$ cat src/rtl/mips_ctl_pkg.sv
// Shared decode constants, forward encodings and controller state
// encodings for the MIPS decode-stage hazard controller.
package mips_ctl_pkg;

    localparam logic [5:0] OP_RTYPE = 6'b000000;
    localparam logic [5:0] OP_J     = 6'b000010;
    localparam logic [5:0] OP_JAL   = 6'b000011;
    localparam logic [5:0] OP_BEQ   = 6'b000100;
    localparam logic [5:0] OP_BNE   = 6'b000101;
    localparam logic [5:0] OP_LW    = 6'b100011;
    localparam logic [5:0] OP_SW    = 6'b101011;

    localparam logic [1:0] FWD_RF    = 2'b00;
    localparam logic [1:0] FWD_EXMEM = 2'b10;
    localparam logic [1:0] FWD_MEMWB = 2'b11;

    typedef enum logic [1:0] {
        ST_RUN   = 2'b00,
        ST_HOLD  = 2'b01,
        ST_RESET = 2'b10
    } ctl_state_t;

    // $0 is hardwired, so it can never be the subject of a hazard
    function automatic logic src_hit(input logic       used,
                                     input logic [4:0] src,
                                     input logic [4:0] dest);
        return used && (src != 5'd0) && (src == dest);
    endfunction

    function automatic logic [1:0] fwd_sel(input logic [4:0] src,
                                           input logic       exmem_rw,
                                           input logic       exmem_mr,
                                           input logic [4:0] exmem_dest,
                                           input logic       memwb_rw,
                                           input logic [4:0] memwb_dest);
        if (exmem_rw && !exmem_mr && src_hit(1'b1, src, exmem_dest))
            return FWD_EXMEM;
        else if (memwb_rw && src_hit(1'b1, src, memwb_dest))
            return FWD_MEMWB;
        else
            return FWD_RF;
    endfunction

endpackage

$ cat src/rtl/hazard_need_decode.sv
// Combinational decode of the ID instruction: stall need, branch flag
// and branch-compare forwarding selects.
module hazard_need_decode
    import mips_ctl_pkg::*;
(
    input  logic [31:0] idInstr,
    input  logic        idexRegWrite,
    input  logic        idexMemRead,
    input  logic [4:0]  idexDestReg,
    input  logic        exmemRegWrite,
    input  logic        exmemMemRead,
    input  logic [4:0]  exmemDestReg,
    input  logic        memwbRegWrite,
    input  logic [4:0]  memwbDestReg,
    output logic [1:0]  need,
    output logic        isBranch,
    output logic [1:0]  branchFwdA,
    output logic [1:0]  branchFwdB
);

    logic [5:0] op;
    logic [4:0] rs;
    logic [4:0] rt;
    logic       uses_rs;
    logic       uses_rt;
    logic       idex_hit;
    logic       exmem_hit;
    logic       unused_imm;

    assign op = idInstr[31:26];
    assign rs = idInstr[25:21];
    assign rt = idInstr[20:16];
    assign unused_imm = ^idInstr[15:0];

    always_comb begin
        isBranch  = (op == OP_BEQ) || (op == OP_BNE);
        uses_rs   = !((op == OP_J) || (op == OP_JAL));
        uses_rt   = (op == OP_RTYPE) || isBranch || (op == OP_SW);
        idex_hit  = src_hit(uses_rs, rs, idexDestReg)
                 || src_hit(uses_rt, rt, idexDestReg);
        exmem_hit = src_hit(uses_rs, rs, exmemDestReg)
                 || src_hit(uses_rt, rt, exmemDestReg);

        need = 2'd0;
        if (isBranch) begin
            if (idexMemRead && idex_hit)
                need = 2'd2;
            else if ((idexRegWrite && idex_hit) || (exmemMemRead && exmem_hit))
                need = 2'd1;
        end else if (idexMemRead && idex_hit) begin
            need = 2'd1;
        end

        branchFwdA = FWD_RF;
        branchFwdB = FWD_RF;
        if (isBranch) begin
            branchFwdA = fwd_sel(rs, exmemRegWrite, exmemMemRead, exmemDestReg,
                                 memwbRegWrite, memwbDestReg);
            branchFwdB = fwd_sel(rt, exmemRegWrite, exmemMemRead, exmemDestReg,
                                 memwbRegWrite, memwbDestReg);
        end
    end

endmodule

$ cat src/rtl/branch_hazard_controller.sv
// Decode-stage stall/flush sequencer for ID-resolved branches, with a
// saturating stall-cycle counter.
module branch_hazard_controller
    import mips_ctl_pkg::*;
#(
    parameter int COUNT_W   = 32,
    parameter int MAX_STALL = 2
) (
    input  logic               clk,
    input  logic               reset,
    input  logic [31:0]        idInstr,
    input  logic               idexRegWrite,
    input  logic               idexMemRead,
    input  logic [4:0]         idexDestReg,
    input  logic               exmemRegWrite,
    input  logic               exmemMemRead,
    input  logic [4:0]         exmemDestReg,
    input  logic               memwbRegWrite,
    input  logic [4:0]         memwbDestReg,
    input  logic               branchTaken,
    output logic               pcWrite,
    output logic               ifidWrite,
    output logic               idexBubble,
    output logic               ifidFlush,
    output logic               branchResolve,
    output logic [1:0]         branchFwdA,
    output logic [1:0]         branchFwdB,
    output logic [COUNT_W-1:0] stallCount,
    output logic [1:0]         ctlState
);

    localparam int REM_W = $clog2(MAX_STALL + 1);

    ctl_state_t       state;
    logic [REM_W-1:0] remaining;
    logic [1:0]       need;
    logic             is_branch;
    logic [1:0]       fwd_a;
    logic [1:0]       fwd_b;

    hazard_need_decode u_decode (
        .idInstr       (idInstr),
        .idexRegWrite  (idexRegWrite),
        .idexMemRead   (idexMemRead),
        .idexDestReg   (idexDestReg),
        .exmemRegWrite (exmemRegWrite),
        .exmemMemRead  (exmemMemRead),
        .exmemDestReg  (exmemDestReg),
        .memwbRegWrite (memwbRegWrite),
        .memwbDestReg  (memwbDestReg),
        .need          (need),
        .isBranch      (is_branch),
        .branchFwdA    (fwd_a),
        .branchFwdB    (fwd_b)
    );

    // Stall outputs are the default; only a hazard-free RUN cycle advances
    always_comb begin
        pcWrite       = 1'b0;
        ifidWrite     = 1'b0;
        idexBubble    = 1'b1;
        ifidFlush     = 1'b0;
        branchResolve = 1'b0;
        branchFwdA    = FWD_RF;
        branchFwdB    = FWD_RF;
        if (state == ST_RUN && need == 2'd0) begin
            pcWrite       = 1'b1;
            ifidWrite     = 1'b1;
            idexBubble    = 1'b0;
            branchResolve = is_branch;
            ifidFlush     = is_branch && branchTaken;
            branchFwdA    = fwd_a;
            branchFwdB    = fwd_b;
        end
    end

    always_ff @(posedge clk or posedge reset) begin
        if (reset) begin
            state     <= ST_RESET;
            remaining <= '0;
        end else begin
            unique case (state)
                ST_RESET: begin
                    state     <= ST_RUN;
                    remaining <= '0;
                end
                ST_RUN: begin
                    if (need > 2'd1) begin
                        state     <= ST_HOLD;
                        remaining <= REM_W'(need - 2'd1);
                    end
                end
                ST_HOLD: begin
                    remaining <= remaining - 1'b1;
                    if (remaining <= REM_W'(1))
                        state <= ST_RUN;
                end
                default: state <= ST_RESET;
            endcase
        end
    end

    always_ff @(posedge clk or posedge reset) begin
        if (reset)
            stallCount <= '0;
        else if (!pcWrite && stallCount != '1)
            stallCount <= stallCount + 1'b1;
    end

    assign ctlState = state;

endmodule

$ cat config.mk
export PLATFORM = sky130hd
export DESIGN_NAME = branch_hazard_controller
export DESIGN_NICKNAME = d
export VERILOG_FILES = /design/src/rtl/mips_ctl_pkg.sv /design/src/rtl/hazard_need_decode.sv /design/src/rtl/branch_hazard_controller.sv
export SDC_FILE = /design/constraint.sdc
export NUM_CORES = 1
export LEC_CHECK = 0
export BUFFER_PORTS_ARGS = -buffer_cell sky130_fd_sc_hd__buf_2
export CAP_MARGIN = 5
export CORE_ASPECT_RATIO = 1.75
export CORE_MARGIN = 2
export CORE_UTILIZATION = 47
export CTS_BUF_LIST = sky130_fd_sc_hd__clkbuf_4
export DETAILED_ROUTE_END_ITERATION = 6
export GPL_TIMING_DRIVEN = 0
export PLACE_DENSITY = 0.83
export SLEW_MARGIN = 20
export SYNTH_ARGS = -nofsm -noshare
export SYNTH_HDL_FRONTEND = slang
export SYNTH_SLANG_ARGS = --single-unit
$ cat constraint.sdc
create_clock -name clk -period 3.7 [get_ports clk]
set_input_delay 0.37 -clock clk [delete_from_list [all_inputs] [get_ports clk]]
set_output_delay 0.37 -clock clk [all_outputs]
set_load 0.05 [all_outputs]
==> impl_results.md <==
- Input/output buffers: between 80 and 90
- Fin crit share: 0.983
- Router iterations before antenna repair: 4
- Max clock buf depth: 2
- Final hold vios: 0
- Via count: 2,117
- Routed WL: 5580 um
- Syn_area_per_cell: 9.72 um^2
- Slew headroom: 0.509
- Synthesized netlist cell count: 236
- Sw frac: 0.330
- Top cell by count, worst path: nor2_4
- Number of synthesized flops with an enable pin: 0
- Final Cell Area: between 0.003 and 0.004 mm^2
- Hold-fix buffers, CTS: 0
- CTS tree: yes
- DIE AREA: around 0.0055 mm^2
- Switching pwr: 324 uW
- Final non-filler cell total: about 380
- Worst slew pin tran: 0.736 ns
- Worst setup EP type: output pin
- Max Slew Vio Count: 0
- CP max-delay cell: or4_4
- Synth unique cells: 47
- Outcome: finished clean
- Pin count of the biggest net entering global routing: 37
- Multi-input logic area: 0.00144 mm^2
- Sequential share of power: 0.450
- Mapped Area: 0.00229 mm^2
- Filler Cells Inserted: 378
- Max-cap violation count: 0
- ANT nets after route: 0
- Clock network fraction of design power: 0.282
- Ports: 98
- Synth warnings: 0
- GP Congestion: 0.857
- Gate power share: 0.268
- RSZ-0062 raised after global routing: yes
- Root Driver: clkbuf_4
- H-tree Lvls: 2
- Die Width: 56.8 um
- Die height: 96.4 um
- Worst-Skew Late Latency: 0.34 ns
- Layout area overhead: 33.2%
- Fraction of layout cells with a size suffix above 1: 0.395
- Hold WC Path Type: primary input to async pin
- Startpoint Class: primary input
- Final Critical Period: 3.64 ns
- Vias in the first global route: about 2,000
- Clock transition at the registers of the reported paths: 0.11 ns
- CTS sink count: 36
- Num CTS Buffers: 5
- Placed cell count: 369
- Diodes inserted: 0
- FF+latch count, synth: 36
- Placed Area: ~0.0028 mm^2
- Total grt overflow: 0
- Post-synthesis net count: 294
- Worst Path Required: 3.33 ns
- Main flop type after synthesis: dfrtp_1
- Routed vias/inst: 5.51
- Crit path cell chain: buf_8 > or4_4 > nor2_4 > nor4b_4 > or2_1 > a22o_1 > a211oi_2 > ha_2 > or3b_4 > nor2_4 > nand4_1 > a21oi_4 > buf_6
- CP Class: primary input to output pin
- Pint: 657 uW
- VDD IR-drop max: about 310 uV
- Max Clock Skew: 0.0123 ns
- CP peak stage delay: 0.54 ns
- DRT iter0 DRCs: 103
- Power per Cell Area: 321 mW/mm^2
- FP Rows: 33
- Core Box Area: 0.00471 mm^2
- Largest cells by area after synthesis: dfrtp_1 38%, xnor2_1 18%, xor2_1 5.3%
- Setup Viol. Count Final: 0
- Drc violations: 0
- Top cell type's share of synthesized area: 0.382
- FMAX: 275 MHz
- DP HPWL: 4390 um
- Async set-reset flop share out of synthesis: 1.00
- Register area share after synthesis: 0.393
- Starting density of the core: 0.488
- Crit path DAT: roughly 3.3 ns
- Drt wl/cell: 14.5 um
- NumNets Final: around 390
- Reg area: approximately 900 um^2
- Count leader, synth: xnor2_1
- All-layer global routing usage: 0.201
- Leakage power: 0.00145 uW
- Final TNS setup: 0 ns
- First-pass GRT wire length: 8610 um
- Crit Path Max Fanout: 4
- Initial antenna violation count: 0
- Cell taking the most area after synthesis: dfrtp_1
- Most frequent cells after synthesis: 47 x xnor2_1, 35 x dfrtp_1, 24 x nand3_1
==> final timing paths <==
| check | start | to | slack, ns | depth (start not counted) |
|---|---|---|---|---|
| worst max register to register | ctlState[1] | stallCount[23] | 1.45 | 8 |
| max in group asynchronous | reset | stallCount[1] | 3.08 | 2 |
| min in group clk | idexMemRead | remaining[0] | 0.49 | 5 |
| worst min register to register | stallCount[5] | stallCount[5] | 0.50 | 1 |
| worst max-delay path | idInstr[20] | branchFwdB[0] | 0.06 | 13 |
| worst min-delay path | reset | stallCount[18] | 0.14 | 2 |
==> metrics by stage <==
step	setup slack, ns	total power [uW]	hold slack [ns]	util
finish	0.0640	981	0.139	0.649
detailed placement	-0.218	699	0.485	0.599
global route	-0.0729	1020	0.195	0.649
floorplan	-0.0361	617	0.512	-
global placement	-0.160	694	0.478	0.599
CTS	0.00110	977	0.160	0.620
==> cell usage in the layout, fill, tap and decap left out, types with 2 or more instances in the layout <==
cell type   n
a22o_1      2
and2_1      4
and3_1      6
and4_1      2
buf_2      75
buf_4      11
buf_6       4
buf_8       2
clkbuf_4    7
dfrtp_1    35
ha_1        2
inv_1       6
nand2_1    16
nand3_1    24
nand4_1    10
nor2_1     11
nor2_4      4
nor2b_1     3
nor3_1      5
nor4_1      3
nor4_4      2
or4_4       2
xnor2_1    47
xor2_1     14
==> kinds of logic after synthesis <==
logic type / Yosys count / share of synthesized area
AND/OR/NAND/NOR: 108 / 0.265
multiplexers: 2 / 0.0114
buffers and inverters: 12 / 0.0262
flip-flops: 36 / 0.393
XOR/XNOR: 61 / 0.233
AO/OA/AOI/OAI: 14 / 0.0551
adder cells (fa/ha/maj): 3 / 0.0164
==> area by class of cell <==
class                   count  area share
multi-input cells         188       0.472
repair buffers             89       0.167
clock buffers               6      0.0147
clock inverters             2      0.0115
plain buffers               4     0.00942
well taps                  52      0.0213
inverters                   7     0.00860
flip-flops and latches     36       0.295
==> state kept, by name (all words and copies together) (netlist names) <==
| register | flops |
|---|---|
| stallCount | 32 |
| remaining | 2 |
| ctlState | 2 |
==> critical path: cells and delay by family <==
kind	cells	cell delay [ns]
simple gates	7	1.83
buf+inv	2	0.27
fa+ha+maj	1	0.18
compound gates	3	0.62
==> metal layers <==
metal / GRT usage / part of all wire / up-vias
met3: 0.0360 / 0.055 / 17
met2: 0.402 / 0.57 / 91
li1: - / - / 1017
met4: 0.120 / 0.032 / 0
met1: 0.182 / 0.35 / 992
met5: 0 / 0 / -
==> power groups by stage <==
stage          Sequential (uW)  Clock (uW)  Combinational, uW
6_report                   441         277                263
5_1_grt                    446         295                284
4_1_cts                    442         283                252
3_5_place_dp               449           0                250
3_3_place_gp               449           0                246
2_1_floorplan              518           0               98.9
==> repair_timing <==
action / 4_1_cts / 5_1_grt
pin swaps: 2 / 13
buffers inserted: 0 / 8
resized for setup: 6 / 26
endpoints found under the setup margin: 2 / 14
Power figures use the tool's default switching activity.
